[config.mk]
export PLATFORM = sky130hd
export DESIGN_NAME = pcw_palette_loader_flat
export DESIGN_NICKNAME = d
export VERILOG_FILES = /design/src/rtl/pcw_video_pkg.sv /design/src/rtl/pcw_palette_loader_if.sv /design/src/rtl/pcw_palette_bank.sv /design/src/rtl/pcw_palette_loader.sv /design/src/flat_wrapper.sv
export SDC_FILE = /design/constraint.sdc
export NUM_CORES = 1
export LEC_CHECK = 0
export CAP_MARGIN = 5
export CORE_MARGIN = 3
export CORE_UTILIZATION = 59
export CTS_BUF_LIST = sky130_fd_sc_hd__clkbuf_8
export DETAILED_ROUTE_END_ITERATION = 10
export GPL_TIMING_DRIVEN = 0
export PLACE_DENSITY_LB_ADDON = 0.15
export SYNTH_ARGS = -nofsm -noshare
export SYNTH_HDL_FRONTEND = slang
export SYNTH_SLANG_ARGS = --single-unit
[constraint.sdc]
create_clock -name clk_sys -period 2.5 [get_ports clk_sys]
set_clock_uncertainty 0.15 [all_clocks]
set_input_delay 0.5 -clock clk_sys [delete_from_list [all_inputs] [get_ports clk_sys]]
set_output_delay 0.5 -clock clk_sys [all_outputs]
set_load 0.02 [all_outputs]
[src/rtl/pcw_video_pkg.sv]
// rtl/pcw_video_pkg.sv - shared types and helpers for the PCW palette loader
// Contents: pal_state_t (loader FSM states), PAL_IDX_DEFAULT (default ioctl
// index), PAL_MAX_BITS (widest supported palette vector), and pal_entry()
// (extracts one entry from a packed palette vector).
package pcw_video_pkg;

  typedef enum logic [1:0] {
    IDLE      = 2'd0,
    LOAD      = 2'd1,
    WAIT_SWAP = 2'd2
  } pal_state_t;

  localparam logic [7:0] PAL_IDX_DEFAULT = 8'd3;

  // 256 entries of 3 x 8-bit channels is the largest palette we build.
  localparam int PAL_MAX_BITS = 256 * 24;

  // Returns entry i of a packed palette whose entries are ew bits wide.
  // The result is right-aligned in 24 bits; callers truncate to their width.
  function automatic logic [23:0] pal_entry(input logic [PAL_MAX_BITS-1:0] vec,
                                            input int i, input int ew);
    logic [23:0] mask;
    mask = (24'd1 << ew) - 24'd1;
    return 24'(vec >> (i * ew)) & mask;
  endfunction

endpackage

[src/rtl/pcw_palette_loader_if.sv]
// rtl/pcw_palette_loader_if.sv - data_io ioctl download bundle
// Signals: ioctl_download (download active), ioctl_index (target index),
// ioctl_wr (single-cycle byte strobe), ioctl_data (download byte).
// Modports: master drives the stream (data_io / bench), slave receives it.
interface pcw_palette_loader_if;
  logic       ioctl_download;
  logic [7:0] ioctl_index;
  logic       ioctl_wr;
  logic [7:0] ioctl_data;

  modport master (output ioctl_download, ioctl_index, ioctl_wr, ioctl_data);
  modport slave  (input  ioctl_download, ioctl_index, ioctl_wr, ioctl_data);
endinterface

[src/rtl/pcw_palette_bank.sv]
// rtl/pcw_palette_bank.sv - two-bank palette register file
// Ports: clk, rst_n (async active-low, reloads DEFAULT_PAL into both banks);
// write port wr_en/wr_bank/wr_addr/wr_data; registered read port
// rd_bank/rd_addr -> rd_data (1-cycle latency, cleared on reset).
module pcw_palette_bank
  import pcw_video_pkg::*;
#(
  parameter int                        ENTRIES     = 16,
  parameter int                        CW          = 8,
  parameter logic [ENTRIES*3*CW-1:0]   DEFAULT_PAL = '0
) (
  input  logic                       clk,
  input  logic                       rst_n,
  input  logic                       wr_en,
  input  logic                       wr_bank,
  input  logic [$clog2(ENTRIES)-1:0] wr_addr,
  input  logic [3*CW-1:0]            wr_data,
  input  logic                       rd_bank,
  input  logic [$clog2(ENTRIES)-1:0] rd_addr,
  output logic [3*CW-1:0]            rd_data
);

  localparam int EW = 3 * CW;

  logic [EW-1:0] mem     [2][ENTRIES];
  logic [EW-1:0] def_ent [ENTRIES];

  for (genvar gi = 0; gi < ENTRIES; gi++) begin : g_def
    assign def_ent[gi] = EW'(pal_entry(PAL_MAX_BITS'(DEFAULT_PAL), gi, EW));
  end

  always_ff @(posedge clk or negedge rst_n) begin
    if (!rst_n) begin
      for (int b = 0; b < 2; b++) begin
        for (int e = 0; e < ENTRIES; e++) begin
          mem[b][e] <= def_ent[e];
        end
      end
    end else if (wr_en) begin
      mem[wr_bank][wr_addr] <= wr_data;
    end
  end

  always_ff @(posedge clk or negedge rst_n) begin
    if (!rst_n) begin
      rd_data <= '0;
    end else begin
      rd_data <= mem[rd_bank][rd_addr];
    end
  end

endmodule

[src/rtl/pcw_palette_loader.sv]
// rtl/pcw_palette_loader.sv - double-buffered palette loaded from data_io
// Ports: clk_sys, reset_n (async active-low); ioctl (slave download bundle);
// swap_en (high when a bank flip is safe); rd_idx -> rd_rgb ({R,G,B} of the
// active bank, 1-cycle latency); busy (LOAD or WAIT_SWAP); loaded (sticky
// after first commit); load_err (one-cycle pulse on a discarded load).
module pcw_palette_loader
  import pcw_video_pkg::*;
#(
  parameter int                      ENTRIES     = 16,
  parameter int                      CW          = 8,
  parameter logic [7:0]              IOCTL_IDX   = PAL_IDX_DEFAULT,
  parameter logic [ENTRIES*3*CW-1:0] DEFAULT_PAL = '0
) (
  input  logic                       clk_sys,
  input  logic                       reset_n,
  pcw_palette_loader_if.slave        ioctl,
  input  logic                       swap_en,
  input  logic [$clog2(ENTRIES)-1:0] rd_idx,
  output logic [3*CW-1:0]            rd_rgb,
  output logic                       busy,
  output logic                       loaded,
  output logic                       load_err
);

  localparam int             AW        = $clog2(ENTRIES);
  localparam logic [AW:0]    ENTRIES_W = (AW+1)'(ENTRIES);

  pal_state_t    state, state_n;
  logic          active;
  logic          sel, sel_q, sel_rise, sel_fall;
  logic [1:0]    chan, chan_n;
  logic [AW:0]   entry, entry_n;
  logic          ovf, ovf_n;
  logic [CW-1:0] r_hold, r_n, g_hold, g_n;
  logic [CW-1:0] byte_ch;
  logic          wr_en, flip, set_loaded, err_n;

  assign sel      = ioctl.ioctl_download && (ioctl.ioctl_index == IOCTL_IDX);
  assign sel_rise = sel && !sel_q;
  assign sel_fall = !sel && sel_q;
  assign byte_ch  = ioctl.ioctl_data[7 -: CW];
  assign busy     = (state != IDLE);

  always_comb begin
    state_n    = state;
    chan_n     = chan;
    entry_n    = entry;
    ovf_n      = ovf;
    r_n        = r_hold;
    g_n        = g_hold;
    wr_en      = 1'b0;
    flip       = 1'b0;
    set_loaded = 1'b0;
    err_n      = 1'b0;
    case (state)
      IDLE: begin
        if (sel_rise) begin
          state_n = LOAD;
          chan_n  = 2'd0;
          entry_n = '0;
          ovf_n   = 1'b0;
        end
      end
      LOAD: begin
        // A strobe coinciding with the falling edge of sel still belongs to
        // this load, so it is accepted while sel_q is high.
        if (ioctl.ioctl_wr && (sel || sel_fall)) begin
          if (entry == ENTRIES_W) begin
            ovf_n = 1'b1;
          end else begin
            case (chan)
              2'd0: begin
                r_n    = byte_ch;
                chan_n = 2'd1;
              end
              2'd1: begin
                g_n    = byte_ch;
                chan_n = 2'd2;
              end
              default: begin
                wr_en   = 1'b1;
                entry_n = entry + 1'b1;
                chan_n  = 2'd0;
              end
            endcase
          end
        end
        // End decision uses the counters after this cycle's byte.
        if (sel_fall) begin
          if (entry_n == ENTRIES_W && chan_n == 2'd0 && !ovf_n) begin
            state_n = WAIT_SWAP;
          end else begin
            state_n = IDLE;
            err_n   = 1'b1;
          end
        end
      end
      WAIT_SWAP: begin
        if (swap_en) begin
          flip       = 1'b1;
          set_loaded = 1'b1;
          state_n    = IDLE;
        end
        // A new download restarts the shadow fill; if the swap fires in the
        // same cycle the completed load is still committed first.
        if (sel_rise) begin
          state_n = LOAD;
          chan_n  = 2'd0;
          entry_n = '0;
          ovf_n   = 1'b0;
        end
      end
      default: state_n = IDLE;
    endcase
  end

  always_ff @(posedge clk_sys or negedge reset_n) begin
    if (!reset_n) begin
      state    <= IDLE;
      active   <= 1'b0;
      sel_q    <= 1'b0;
      chan     <= 2'd0;
      entry    <= '0;
      ovf      <= 1'b0;
      r_hold   <= '0;
      g_hold   <= '0;
      loaded   <= 1'b0;
      load_err <= 1'b0;
    end else begin
      state    <= state_n;
      active   <= active ^ flip;
      sel_q    <= sel;
      chan     <= chan_n;
      entry    <= entry_n;
      ovf      <= ovf_n;
      r_hold   <= r_n;
      g_hold   <= g_n;
      loaded   <= loaded | set_loaded;
      load_err <= err_n;
    end
  end

  pcw_palette_bank #(
    .ENTRIES     (ENTRIES),
    .CW          (CW),
    .DEFAULT_PAL (DEFAULT_PAL)
  ) u_bank (
    .clk     (clk_sys),
    .rst_n   (reset_n),
    .wr_en   (wr_en),
    .wr_bank (~active),
    .wr_addr (entry[AW-1:0]),
    .wr_data ({r_hold, g_hold, byte_ch}),
    .rd_bank (active),
    .rd_addr (rd_idx),
    .rd_data (rd_rgb)
  );

endmodule

[src/flat_wrapper.sv]
// flat-port wrapper written by rule: the top's interface ports become plain ports
module pcw_palette_loader_flat import pcw_video_pkg::*;
#(
  parameter int                      ENTRIES     = 16,
  parameter int                      CW          = 8,
  parameter logic [7:0]              IOCTL_IDX   = PAL_IDX_DEFAULT,
  parameter logic [ENTRIES*3*CW-1:0] DEFAULT_PAL = '0
)
  (clk_sys, reset_n, swap_en, rd_idx, rd_rgb, busy, loaded, load_err, ioctl_ioctl_download, ioctl_ioctl_index, ioctl_ioctl_wr, ioctl_ioctl_data);
  pcw_palette_loader_if ioctl_i ();
  input  logic clk_sys;
  input  logic reset_n;
  input  logic swap_en;
  input  logic [$clog2(ENTRIES)-1:0] rd_idx;
  output logic [3*CW-1:0] rd_rgb;
  output logic busy;
  output logic loaded;
  output logic load_err;
  input wire logic [$bits(ioctl_i.ioctl_download)-1:0] ioctl_ioctl_download;
  input wire logic [$bits(ioctl_i.ioctl_index)-1:0] ioctl_ioctl_index;
  input wire logic [$bits(ioctl_i.ioctl_wr)-1:0] ioctl_ioctl_wr;
  input wire logic [$bits(ioctl_i.ioctl_data)-1:0] ioctl_ioctl_data;
  assign ioctl_i.ioctl_download = ioctl_ioctl_download;
  assign ioctl_i.ioctl_index = ioctl_ioctl_index;
  assign ioctl_i.ioctl_wr = ioctl_ioctl_wr;
  assign ioctl_i.ioctl_data = ioctl_ioctl_data;
  pcw_palette_loader #(.ENTRIES(ENTRIES), .CW(CW), .IOCTL_IDX(IOCTL_IDX), .DEFAULT_PAL(DEFAULT_PAL)) u_core (.clk_sys(clk_sys), .reset_n(reset_n), .ioctl(ioctl_i), .swap_en(swap_en), .rd_idx(rd_idx), .rd_rgb(rd_rgb), .busy(busy), .loaded(loaded), .load_err(load_err));
endmodule
* Word-level counts from Yosys, hierarchy flattened *
Cells that the tools add are included.

word-level totals
  bits in writable memories = 0
  output and inout port bits = 27
  ROM bits = 0
  register bits after elaboration = 822
  memories = 0
  latch bits = 0
  word-level logic and storage cells = 134
  bits of input ports = 25

operators by class
  reductions and logical operators = 23
  equality and inequality tests = 10
  $mul = 0
  mux-type cells = 43
  add/subtract/negate cells = 1
  bitwise logic cells = 8
  div/mod/pow operators = 0
  shift operators = 0
  order comparisons = 6

operators with widths
  operator             count
  $mux 384             4
  $bwmux 768           1
  $demux 384 s1        1
  $bmux 24 s4          1
  $demux 24 s4         1
  $mux 24              3
  $mux 5               5
  $mux 2               9
  $mux 1               13
  $eq 5x5->1 const B   2
  $ge 5x5->1 const B   2
  $not 4->5            2
  $pmux 5 s2           1
  $eq 8x2->1 const B   1
  $logic_and 1x1->1    8
  $pmux 2 s2           2
  $reduce_and 4->1     2
  $logic_not 2->1      3
  $ne 2x1->1 const B   3
  $pmux 2 s3           1
  $add 5x1->5 const B  1
  $lt 5x1->1 const B   1
  $eq 2x1->1 const B   2
  $ge 2x2->1 const B   2
  other kinds (14)     20

* Longest topological paths before layout *
  depth in word-level cells = 14
  mapped depth = 10
  gate-level depth less buffers = 7

* Hierarchy *
Synthesis repeated with hierarchy kept, for this count alone.

second synthesis, totals
  cells, all modules = 2749
  area total of the unflattened synthesis = 37453.4 um^2

modules (own cells, without submodules)
  module              instances  seq. area each (um^2)  cells an instance  area each (um^2)
  pcw_palette_bank    1          19819.0                2627               36007.0
  pcw_palette_loader  1          750.7                  122                1446.4

* Worst setup path before layout *
Ideal clock, no wire load.

  kind = reg2reg
  from = register u_core.entry[0]
  to = register u_core.u_bank.mem[387] (netlist bit)
  library setup time = 0.125 ns
  clock period less this slack = 2.677 ns
  path buffers = 3
  data required time = 2.225 ns
  arrival time = 2.402 ns
  setup slack = -0.177 ns
  stages on the path, launching flop included = 11
  cell sequence = dfrtp_1 -> inv_1 -> ha_1 -> and4bb_4 -> nor2_4 -> nand2_2 -> buf_6 -> buf_4 -> nor3_2 -> buf_4 -> mux2_2

on the way
  cells in the longest elaborated chain, start to end = 8
  elaborated cells on any way between the ends = 13
  classes of those cells = order compare: 2; eq/ne: 1; mux: 8; bitwise: 1; reduce/logical: 1

ends and longest elaborated chain
  item                                                            RTL line                   text
  start, declared                                                 pcw_palette_loader.sv:32   logic [AW:0] entry, entry_n;
  start signal, assigned                                          pcw_palette_loader.sv:134  entry <= entry_n;
  $not 4->5 (implied by the code)                                 pcw_palette_bank.sv:40     mem[wr_bank][wr_addr] <= wr_data;
  $ge 5x5->1 (implied by the code) or $lt 5x1->1 (tied branches)  pcw_palette_bank.sv:40
  $logic_and 1x1->1 (implied by the code)                         pcw_palette_bank.sv:40
  $mux 24 (implied by the code)                                   pcw_palette_bank.sv:40
  $demux 24 s4                                                    pcw_palette_bank.sv:40
  $mux 384 (implied by the code)                                  pcw_palette_bank.sv:40
  $demux 384 s1                                                   pcw_palette_bank.sv:40
  $bwmux 768                                                      pcw_palette_bank.sv:40
  end signal, assigned by index                                   pcw_palette_bank.sv:36     mem[b][e] <= def_ent[e];
  end signal, assigned by index                                   pcw_palette_bank.sv:40
  end, declared                                                   pcw_palette_bank.sv:25     logic [EW-1:0] mem [2][ENTRIES];

Parallel ways exist; a longest one is shown, timed or not.
A chain may end at the register's enable or synchronous reset.

* Final worst setup path *
  from = register u_core.active
  to = register u_core.u_bank.rd_data[2]

on the way
  cells in the longest elaborated chain, start to end = 7

ends and longest elaborated chain
  item                                          RTL line                   text
  start, declared                               pcw_palette_loader.sv:29   logic active;
  start signal, assigned                        pcw_palette_loader.sv:131  active <= active ^ flip;
  $not 1->2 (implied by the code)               pcw_palette_bank.sv:48     rd_data <= mem[rd_bank][rd_addr];
  $mux 384 (implied by the code) (3 in series)  pcw_palette_bank.sv:48
  $bmux 24 s4                                   pcw_palette_bank.sv:48
  $mux 24 (implied by the code) (2 in series)   pcw_palette_bank.sv:48
  end signal, assigned                          pcw_palette_bank.sv:48
  end, declared                                 pcw_palette_bank.sv:20     output logic [3*CW-1:0] rd_data

No other way between the ends. The select of a mux whose other input is x is not followed.

==> results_tabular.tex <==
\begin{tabular}{lr}
\hline
Metric & Value \\
\hline
\multicolumn{2}{l}{\textbf{CTS}} \\
\quad Clock net sink count & roughly 820 \\
\quad Clock tree buffer depth & 3 \\
\quad H-tree levels & 4 \\
\quad Clock tree from TritonCTS & done \\
\quad Number of clock buffers inserted by TritonCTS & between 100 and 150 \\
\quad Clk\_lat worst skew & around 0.80 ns \\
\quad Clock root cell & clkbuf\_8 \\
\quad Clock-pin slew on the worst setup and hold paths & about 0.06 ns \\
\multicolumn{2}{l}{\textbf{Synth}} \\
\quad Number of enable-type register cells in the synthesized netlist & 0 \\
\quad Flip-flop and latch count after synthesis & 822 \\
\quad Post-Synthesis Net Count & between 2000 and 2500 \\
\quad Syn. warnings & 0 \\
\quad Sequential cell area fraction in the yosys report & 0.553 \\
\quad Syn Std Cell Area & 37200 um2 \\
\quad Top post-synthesis cells by count & dfrtp\_1, mux2\_2, mux4\_2 \\
\quad Cell taking the most area after synthesis & dfrtp\_1 \\
\quad Post-Synthesis Mean Instance Area & roughly 17 um2 \\
\quad Async set or reset register ratio after synthesis & 1.00 \\
\quad Number of instances in the synthesized netlist & about 2200 \\
\quad Largest cells by area after synthesis & dfrtp\_1, mux2\_2, mux4\_2 \\
\quad Most used flip-flop cell after synthesis & dfrtp\_1 \\
\quad Post-synth cell types & 52 \\
\quad Most common cell in the netlist & dfrtp\_1 \\
\quad Top cell type's share of synthesized area & 0.553 \\
\multicolumn{2}{l}{\textbf{Pwr}} \\
\quad Worst voltage drop across the vdd grid & roughly 0.58 mV \\
\quad Leakage & around 21 nW \\
\quad Areal power density over the cells & approximately 580 nW/um2 \\
\multicolumn{2}{l}{\textbf{Floorplanning}} \\
\quad Area of the die & around 66000 um2 \\
\quad Die extent in y & approximately 260 um \\
\quad Die width & between 200 and 300 um \\
\quad Standard-cell row count & between 90 and 100 \\
\quad Area of the placeable core & 62100 um2 \\
\quad Initial Util & 0.599 \\
\quad I/O pin count & 52 \\
\multicolumn{2}{l}{\textbf{Final layout}} \\
\quad Fraction of final layout cells with drive strength greater than 1 & 0.580 \\
\quad Area growth, synth to finish & 19.3\% \\
\quad Filler Cell Count & $\sim$4000 \\
\quad Final net count & around 2500 \\
\quad Area of all placed cells without fillers & 44400 um2 \\
\quad Core occupancy in the finished layout & 0.715 \\
\multicolumn{2}{l}{\textbf{Setup path}} \\
\quad Cell at the slowest stage of the critical path & mux4\_2 \\
\quad Capturing point of the worst reg2reg path & u\_core.u\_bank.rd\_data[2]\$\_DFF\_PN0\_ \\
\quad Worst-case register-to-register setup slack & -0.14 ns \\
\quad Crit. End Element & register \\
\quad Worst endpoint required time & about 3 ns \\
\quad Gate family responsible for the most delay along the worst path & multiplexers \\
\quad Crit path largest cell delay & between 0.5 and 0.6 ns \\
\quad Path type of the worst setup path & register to register \\
\quad Buf+Inv Stages, Crit Path & 3 \\
\quad Worst R2R Path Depth & 6 \\
\quad Highest fanout seen on the critical path & 8 \\
\quad Startpoint of the worst register-to-register path & u\_core.active\$\_DFF\_PN0\_ \\
\quad Arrival time of the worst setup path & approximately 3.2 ns \\
\quad Crit-path cells & buf\_12 -> buf\_16 -> buf\_16 -> mux4\_2 -> mux4\_2 -> mux2\_4 \\
\quad Launching instance or port of the critical path & u\_core.active\$\_DFF\_PN0\_ \\
\quad Type of origin of the critical path & register \\
\multicolumn{2}{l}{\textbf{Routing}} \\
\quad Vias per cell & around 6.4 \\
\quad DRC Markers & 0 \\
\quad Post-DR wirelength/cell & roughly 30 um \\
\quad 1st-iter DRT viols & around 1900 \\
\quad Overall via count from detail\_route & about 22000 \\
\quad DRT antenna net count & 0 \\
\quad DR pass1 iterations & 5 \\
\quad Total length of routed wires & 104000 um \\
\multicolumn{2}{l}{\textbf{Place}} \\
\quad Setup WS pre-CTS & -1.34 ns \\
\quad Placed wire-length estimate & between 60000 and 70000 um \\
\quad Count of buffers inserted at the top-level ports & 47 \\
\quad Final weighted congestion in routability-driven placement & 0.901 \\
\quad Total cell area at the placement stage & a little under 40000 um2 \\
\multicolumn{2}{l}{\textbf{Timing}} \\
\quad Final Hold Violating Endpoints & 93 \\
\quad Portion of the clock cycle consumed by the worst path in the final layout & 1.05 \\
\quad Worst Setup Slack, final & -0.135 ns \\
\quad Max-slew violation total from the final report & 0 \\
\quad Transition time at the pin with the least slew margin & 1.26 ns \\
\quad Setup repair after global routing missed its margin & yes \\
\quad Post-layout minimum cycle time & approximately 2.6 ns \\
\quad Max-slew headroom & 0.159 \\
\quad Max Fclk & 0.379 GHz \\
\quad \# setup viols final & about 130 \\
\quad Hold WS & -0.454 ns \\
\multicolumn{2}{l}{\textbf{GRT}} \\
\quad Global-route wire length before repair & 151000 um \\
\quad Initial antenna violation count & 7 \\
\quad Largest net degree at the start of global routing & roughly 140 \\
\quad Total routing usage reported by global routing & 0.311 \\
\quad Final global-route overflow total & 0 \\
\quad Number of global-route vias before repair & 23800 \\
\multicolumn{2}{l}{\textbf{Outcome}} \\
\quad Status & finished with violations \\
\quad Violated checks & negative hold slack, negative setup slack \\
\multicolumn{2}{l}{\textbf{Worst hold path}} \\
\quad Path category of the worst min-delay check & primary input to asynchronous set/reset pin \\
\multicolumn{2}{l}{\textbf{Flow run}} \\
\quad Number of max-cap violations & 0 \\
\hline
\end{tabular}
==> how the worst max path moves through the flow <==
stage | end | cells past startpoint
floorplan | u_core.u_bank.mem[339]$_DFFE_PN0P_ | 8
global placement | u_core.u_bank.mem[104]$_DFFE_PN0P_ | 1
detailed placement | u_core.u_bank.rd_data[3]$_DFF_PN0_ | 5
CTS | u_core.u_bank.rd_data[13]$_DFF_PN0_ | 6
global route | u_core.u_bank.rd_data[12]$_DFF_PN0_ | 6
finish | u_core.u_bank.rd_data[2]$_DFF_PN0_ | 6
==> layout make-up <==
cell class / instances / area [um2] / share of cell area
Antenna cell: 2 / 5.00 / 0.000113
Tap cell: 837 / 1050 / 0.0236
Inverter: 5 / 18.8 / 0.000423
Clock inverter: 58 / 315 / 0.00711
Sequential cell: 822 / 20600 / 0.464
Multi-Input combinational cell: 1173 / 16100 / 0.364
Timing Repair Buffer: 157 / 2020 / 0.0456
Clock buffer: 175 / 2410 / 0.0543
Buffer: 199 / 1840 / 0.0415
==> stage by stage <==
stage	TNS [ns]	total power, mW	instances
after global routing	-9.70	26.7	3427
final	-4.98	25.9	3428
after detailed placement	-739.26	14.3	3099
after global placement	-	14.2	3093
after CTS	-2.15	26.0	3412
after floorplan	-2.30	13.8	2209
==> cells in the final DEF, fill, tap and decap left out, drive strengths merged, types with 6 or more instances in the layout <==
| cell | count |
|---|---|
| nor3 | 14 |
| nand2 | 11 |
| inv | 45 |
| clkinv | 10 |
| clkinvlp | 6 |
| mux2 | 808 |
| o21ai | 8 |
| buf | 184 |
| nand3 | 8 |
| nor2 | 21 |
| clkdlybuf4s50 | 45 |
| mux4 | 240 |
| clkbuf | 302 |
| dfrtp | 822 |
==> sequential cells by signal, summed over array words and instances, names as in the netlist, 2 cells and up <==
signal,cells
u_core.chan,2
u_core.entry,5
u_core.g_hold,8
u_core.r_hold,8
u_core.state,2
u_core.u_bank.mem,768
u_core.u_bank.rd_data,24
==> logic make-up (layout without fill, tap and decap cells) <==
family | Yosys count | in the layout | synth area share
compound gates | 29 | 29 | 0.00552
xor+xnor | 2 | 2 | 0.000471
fa+ha+maj | 4 | 4 | 0.00135
buf+inv | 214 | 594 | 0.0273
flops | 822 | 822 | 0.553
mux | 1048 | 1048 | 0.394
other cells | 0 | 2 | 0
simple gates | 90 | 90 | 0.0177
==> where the power goes <==
part / total [mW] / switching (mW) / internal [mW]
sequential: 13.3 / 0.00250 / 13.3
clock: 11.8 / 5.39 / 6.45
combinational: 0.751 / 0.578 / 0.172
==> per-layer routing <==
layer,vias to the layer above,track usage,part of all wire
met4,6,0.141,0.049
met5,-,0,0.00038
li1,8877,-,-
met2,871,0.511,0.49
met3,271,0.0555,0.061
met1,11900,0.410,0.40
==> worst register-to-register path: stages (launching register included) <==
cell	delay, ns
dfrtp_1	0.40
buf_12	0.19
buf_16	0.20
buf_16	0.18
mux4_2	0.56
mux4_2	0.53
mux2_4	0.31
==> timing repair <==
action	CTS	global route
setup endpoints to repair	789	639
setup buffers	73	10
cloned	11	16
resized for setup	293	127
hold endpoints to repair	93	93
pin swaps	24	13
Power figures use the tool's default switching activity.
